$ cat config.mk
export PLATFORM = sky130hd
export DESIGN_NAME = cam_capture_ctrl
export DESIGN_NICKNAME = d
export VERILOG_FILES = /design/src/rtl/cam_capture_pkg.sv /design/src/rtl/cam_byte_packer.sv /design/src/rtl/cam_capture_ctrl.sv
export SDC_FILE = /design/constraint.sdc
export NUM_CORES = 1
export LEC_CHECK = 0
export ABC_AREA = 1
export CORE_MARGIN = 1.5
export CORE_UTILIZATION = 35
export CTS_CLUSTER_SIZE = 28
export DETAILED_ROUTE_END_ITERATION = 10
export SLEW_MARGIN = 20
export SYNTH_ARGS = -nofsm -noshare
export SYNTH_HDL_FRONTEND = slang
export SYNTH_HIERARCHICAL = 1
export SYNTH_SLANG_ARGS = --single-unit
$ cat constraint.sdc
create_clock -name clk -period 5.4 [get_ports clk]
set_clock_uncertainty 0.1 [all_clocks]
set_input_delay 0.81 -clock clk [delete_from_list [all_inputs] [get_ports clk]]
set_output_delay 0.81 -clock clk [all_outputs]
set_load 0.03 [all_outputs]
$ cat src/rtl/cam_capture_pkg.sv
// Shared types and sizing helpers for the DVP single-frame capture block.
// State encoding, RGB565 pixel layout and counter width helpers used by cam_capture_ctrl.
package cam_capture_pkg;

    typedef enum logic [2:0] {
        IDLE,
        ARM,
        SYNC,
        CAPTURE,
        DONE
    } state_t;

    typedef struct packed {
        logic [4:0] r;
        logic [5:0] g;
        logic [4:0] b;
    } rgb565_t;

    localparam int unsigned H_PIXELS_DEF   = 160;
    localparam int unsigned V_LINES_DEF    = 120;
    localparam int unsigned ADDR_WIDTH_DEF = 15;

    // Counters must be able to hold the limit itself so they can saturate there.
    function automatic int unsigned cnt_width(input int unsigned limit);
        return $clog2(limit + 1);
    endfunction

    localparam int unsigned COL_W_DEF  = cnt_width(H_PIXELS_DEF);
    localparam int unsigned LINE_W_DEF = cnt_width(V_LINES_DEF);

endpackage

$ cat src/rtl/cam_byte_packer.sv
// Byte-pair assembler for the 8-bit DVP bus: tracks byte phase while href is high,
// latches the high byte and flags a complete RGB565 pixel plus the end of each line.
module cam_byte_packer
    import cam_capture_pkg::*;
(
    input  logic       clk,
    input  logic       reset,
    input  logic       clr,
    input  logic       en,
    input  logic       href,
    input  logic [7:0] dat,
    output logic       pixel_strobe,
    output rgb565_t    pixel,
    output logic       line_end
);

    logic       href_q;
    logic       phase_q;
    logic       phase_d;
    logic [7:0] hi_q;

    // Phase falls back to 0 whenever href drops, which discards a trailing odd byte.
    assign phase_d = en && href && !phase_q;

    always_ff @(posedge clk or posedge reset) begin
        if (reset) begin
            href_q  <= 1'b0;
            phase_q <= 1'b0;
            hi_q    <= '0;
        end else begin
            href_q  <= href;
            phase_q <= clr ? 1'b0 : phase_d;
            if (en && href && !phase_q) begin
                hi_q <= dat;
            end
        end
    end

    // NOTE: strobe and pixel are combinational so the controller registers the pixel
    // on the same edge that samples the second byte, giving one cycle of latency.
    assign pixel_strobe = en && href && phase_q;
    assign pixel        = {hi_q, dat};
    assign line_end     = en && href_q && !href;

endmodule

$ cat src/rtl/cam_capture_ctrl.sv
// Single-frame DVP capture controller: frame-aligned arming, pixel counting, line-major
// addressing and a held valid/ready write port. Optional 2x subsample under CAM_DOWNSCALE_EN.
module cam_capture_ctrl
    import cam_capture_pkg::*;
#(
    parameter int unsigned H_PIXELS   = H_PIXELS_DEF,
    parameter int unsigned V_LINES    = V_LINES_DEF,
    parameter int unsigned ADDR_WIDTH = ADDR_WIDTH_DEF
) (
    input  logic                  clk,
    input  logic                  reset,
    input  logic                  cam_vsync,
    input  logic                  cam_href,
    input  logic [7:0]            cam_dat,
    input  logic                  start,
    input  logic                  abort,
    output logic                  busy,
    output logic                  frame_done,
    output logic                  overrun,
    output logic                  wr_valid,
    input  logic                  wr_ready,
    output logic [ADDR_WIDTH-1:0] wr_addr,
    output logic [15:0]           wr_data
);

    localparam int unsigned COL_W  = cnt_width(H_PIXELS);
    localparam int unsigned LINE_W = cnt_width(V_LINES);
    localparam logic [COL_W-1:0]  H_LIM = COL_W'(H_PIXELS);
    localparam logic [LINE_W-1:0] V_LIM = LINE_W'(V_LINES);

    state_t                  state_q;
    logic                    vsync_q;
    logic [COL_W-1:0]        col_q;
    logic [LINE_W-1:0]       line_q;
    logic                    busy_q;
    logic                    frame_done_q;
    logic                    overrun_q;
    logic                    wr_valid_q;
    logic [ADDR_WIDTH-1:0]   wr_addr_q;
    rgb565_t                 wr_data_q;

    logic                    start_acc;
    logic                    pixel_strobe;
    rgb565_t                 pixel;
    logic                    line_end;
    logic                    keep;
    logic                    can_load;
    logic [ADDR_WIDTH-1:0]   pix_addr;
    logic [COL_W-1:0]        col_inc;
    logic [LINE_W-1:0]       line_inc;

    assign start_acc = start && !abort && (state_q == IDLE);
    assign can_load  = !wr_valid_q || wr_ready;
    assign col_inc   = (col_q == H_LIM) ? col_q : col_q + 1'b1;
    assign line_inc  = (line_q == V_LIM) ? line_q : line_q + 1'b1;

`ifdef CAM_DOWNSCALE_EN
    localparam logic [ADDR_WIDTH-1:0] H_HALF = ADDR_WIDTH'(H_PIXELS / 2);
    assign keep     = (col_q < H_LIM) && (line_q < V_LIM) && !col_q[0] && !line_q[0];
    assign pix_addr = ADDR_WIDTH'(line_q >> 1) * H_HALF + ADDR_WIDTH'(col_q >> 1);
`else
    localparam logic [ADDR_WIDTH-1:0] H_MUL = ADDR_WIDTH'(H_PIXELS);
    assign keep     = (col_q < H_LIM) && (line_q < V_LIM);
    assign pix_addr = ADDR_WIDTH'(line_q) * H_MUL + ADDR_WIDTH'(col_q);
`endif

    cam_byte_packer u_packer (
        .clk          (clk),
        .reset        (reset),
        .clr          (start_acc || abort),
        .en           (state_q == CAPTURE),
        .href         (cam_href),
        .dat          (cam_dat),
        .pixel_strobe (pixel_strobe),
        .pixel        (pixel),
        .line_end     (line_end)
    );

    always_ff @(posedge clk or posedge reset) begin
        if (reset) begin
            state_q      <= IDLE;
            vsync_q      <= 1'b0;
            col_q        <= '0;
            line_q       <= '0;
            busy_q       <= 1'b0;
            frame_done_q <= 1'b0;
            overrun_q    <= 1'b0;
            wr_valid_q   <= 1'b0;
            wr_addr_q    <= '0;
            wr_data_q    <= '0;
        end else begin
            vsync_q      <= cam_vsync;
            frame_done_q <= 1'b0;
            // NOTE: the handshake clear comes first; a pixel loaded later in this block
            // overrides it, which is how a simultaneous accept-and-load works.
            if (wr_valid_q && wr_ready) begin
                wr_valid_q <= 1'b0;
            end

            if (abort) begin
                state_q    <= IDLE;
                busy_q     <= 1'b0;
                wr_valid_q <= 1'b0;
            end else begin
                case (state_q)
                    IDLE: begin
                        if (start) begin
                            state_q   <= ARM;
                            busy_q    <= 1'b1;
                            overrun_q <= 1'b0;
                            col_q     <= '0;
                            line_q    <= '0;
                        end
                    end
                    ARM: begin
                        if (cam_vsync) state_q <= SYNC;
                    end
                    SYNC: begin
                        if (!cam_vsync) state_q <= CAPTURE;
                    end
                    CAPTURE: begin
                        if (cam_vsync && !vsync_q) state_q <= DONE;
                        if (line_end) begin
                            col_q  <= '0;
                            line_q <= line_inc;
                        end else if (pixel_strobe) begin
                            col_q <= col_inc;
                            if (keep) begin
                                if (can_load) begin
                                    wr_valid_q <= 1'b1;
                                    wr_addr_q  <= pix_addr;
                                    wr_data_q  <= pixel;
                                end else begin
                                    overrun_q <= 1'b1;
                                end
                            end
                        end
                    end
                    DONE: begin
                        // Hold here until the last outstanding write has been accepted.
                        if (can_load) begin
                            state_q      <= IDLE;
                            busy_q       <= 1'b0;
                            frame_done_q <= 1'b1;
                        end
                    end
                    default: begin
                        state_q <= IDLE;
                        busy_q  <= 1'b0;
                    end
                endcase
            end
        end
    end

    assign busy       = busy_q;
    assign frame_done = frame_done_q;
    assign overrun    = overrun_q;
    assign wr_valid   = wr_valid_q;
    assign wr_addr    = wr_addr_q;
    assign wr_data    = wr_data_q;

endmodule
==> results_dict.tcl <==
set metrics [dict create \
    outcome "finished, final reports clean" \
    synth-seq-area-share 0.455 \
    clkLatencyLatePin_ns 0.34 \
    grt_max_degree 43 \
    power_mw 1.21 \
    htreeDepth 3 \
    path_cells "clkdlybuf4s50_1 -> nor2_1 -> nor2_1 -> nand3_1 -> buf_4 -> inv_1 -> nand3_1 -> nand2_1" \
    crit_type "in2reg" \
    final_area_mm2 0.00430 \
    path_clk_slew_ns 0.08 \
    drt_iter0_drc 170 \
    avgRoutedWirePerCell_um 11.2 \
    grt_use_total 0.147 \
    hpwl_um 5150 \
    setup_viol 0 \
    cts_tree "built" \
    ir_worst_vdd_uv 167 \
    p_int_mw 0.857 \
    crit_family "buffers and inverters" \
    clk_path_buf_depth 2 \
    initial_core_util 0.360 \
    slew_headroom 0.607 \
    cts.sinks 64 \
    syn_nets 466 \
    antenna_cells 0 \
    grt_pass1_vias 2696 \
    period_share 0.492 \
    cp.buffers_inverters 3 \
    setup_ws_ns 2.74 \
    ant_nets 0 \
    worstHoldPathType "reg2reg" \
    worst_slew_pin_slew_ns 0.587 \
    fp-row-count 36 \
    p_clk_frac 0.385 \
    yosysWarnings 6 \
    power.share.switching 0.293 \
    die_y_um 103 \
    die_x_um 103 \
    portBuffers 49 \
    cts_root_buf "clkbuf_8" \
    syn_to_final_growth_pct 21.9 \
    maxSlewViolCount 0 \
    p_leak_nw 2.08 \
    drv_cap 0 \
    cp.required_ns 5.53 \
    ctsResizeCount 0 \
    p_switching_mw 0.354 \
    place_congestion 0.815 \
    ios 50 \
    mostFrequentLayoutCell "nand2_1" \
    nets 511 \
    dieArea_mm2 0.0107 \
    critPathCaptureType "flop" \
    via_per_inst 4.52 \
    dp_worst_setup_slack_ns 2.38 \
    drcViolationCount 0 \
    syn_area_mm2 0.00352 \
    synth_cells 432 \
    coreArea_mm2 0.00977 \
    cts_made_buffers 9 \
    mostFrequentLayoutCells "146 x nand2_1, 64 x dfrtp_1, 49 x clkdlybuf4s50_1" \
    p_comb_frac 0.161 \
    power_frac_seq 0.454 \
    syn_avg_cell_area_um2 8.16 \
    finalHoldViolCount 0 \
    fmax_ghz 0.376 \
    critPathArrivalTime_ns 2.79 \
    hold_ws_ns 0.373 \
    ys_ff_latch 64 \
    rsz0062_at_grt "false" \
    cts_hold_buf 0 \
    crit_path_start_kind "input port" \
    place_area_mm2 0.00407 \
    cpMaxStageDelayCell "clkdlybuf4s50_1" \
    post_cts_buffers 0 \
    wirelength_um 6890 \
    antenna_found_initial 0 \
    grt-ovfl-total 0 \
    dr.pass1.iters 4 \
    critPathMaxStageDelay_ns 0.61 \
    grt_pass1_wl_um 12200 \
    critPathMaxFanout 42 \
    via_count 2780 \
    powerDensity_mw_per_mm2 282 \
    min_period_ns 2.66 \
    synth.distinct_cells 29 \
    fin_setup_tns_ns 0 \
    layout-drive-gt1-share 0.0768 \
]
cell usage after synthesis (all sizes together):
library cell | number | area share
nand2 | 150 | 0.16
dfrtp | 64 | 0.45
inv | 44 | 0.048
nor2 | 38 | 0.055
o21ai | 31 | 0.044
nand3 | 23 | 0.034
buf | 17 | 0.037
ha | 17 | 0.060
nand4 | 13 | 0.023
xor2 | 12 | 0.030
a21oi | 9 | 0.013
nand3b | 3 | 0.0064
nor3 | 3 | 0.0043
fa | 2 | 0.011
xnor2 | 2 | 0.0050
a31oi | 1 | 0.0018
nor3b | 1 | 0.0021
o211ai | 1 | 0.0060
o21a | 1 | 0.0021
area by class of cell:
type	count	area [um^2]
Clock inverter	6	92.6
Fill cell	1003	5480
Tap cell	133	166
Clock buffer	10	138
Multi-Input combinational cell	307	1630
Inverter	44	168
Timing Repair Buffer	51	505
Sequential cell	64	1600
state kept, by name, summed over array words and instances (netlist names):
| signal | flops |
|---|---|
| wr_data | 16 |
| wr_addr | 15 |
| col_q | 8 |
| u_packer/hi_q | 8 |
| line_q | 7 |
| state_q | 3 |
| busy | 1 |
| frame_done | 1 |
| overrun | 1 |
| u_packer/href_q | 1 |
| u_packer/phase_q | 1 |
| vsync_q | 1 |
| wr_valid | 1 |
stage by stage:
step,util,std cells
after floorplan,-,432
after global placement,0.416,599
after detailed placement,0.416,599
after CTS,0.440,615
after global routing,0.440,615
final,0.440,615
routing by layer:
metal  vias to the layer above  GRT usage  part of all wire
li1                       1464          -                 -
met1                      1264      0.212              0.52
met2                        48      0.217              0.44
met3                         4     0.0309             0.037
met4                         0     0.0572            0.0057
met5                         -          0                 0
cell families (layout without fill, tap and decap cells):
logic type	after synthesis	count (layout)	synth area share
AND/OR/NAND/NOR	231	231	0.288
buffers and inverters	61	111	0.0842
flip-flops	64	64	0.455
XOR/XNOR	14	14	0.0348
AO/OA/AOI/OAI	43	43	0.0668
adder cells (fa/ha/maj)	19	19	0.0717
power by group through the flow:
stage	logic (mW)	registers, mW	clock network [mW]
after floorplan	0.149	0.562	0
after global placement	0.192	0.559	0
after detailed placement	0.195	0.560	0
after CTS	0.197	0.550	0.479
after global routing	0.225	0.556	0.500
final	0.195	0.550	0.466
path summary, 6_finish.rpt:
check | slack [ns] | cells past startpoint | start | to
setup / recovery | 2.74 | 8 | cam_href | wr_addr[13]
setup reg to reg | 2.98 | 11 | line_q[1] | wr_addr[14]
min in group asynchronous | 0.66 | 2 | reset | wr_data[7]
max in group asynchronous | 3.70 | 3 | reset | wr_data[15]
hold reg to reg | 0.37 | 2 | u_packer/hi_q[1] | wr_data[9]
hold / removal | 0.37 | 2 | u_packer/hi_q[1] | wr_data[9]
tightest hold or removal path: cells and delay by family, from the launching register on:
family,cells,cell delay (ns)
DFF,1,0.34
and+or+nand+nor,2,0.10
(Power assumes the default switching activity.)
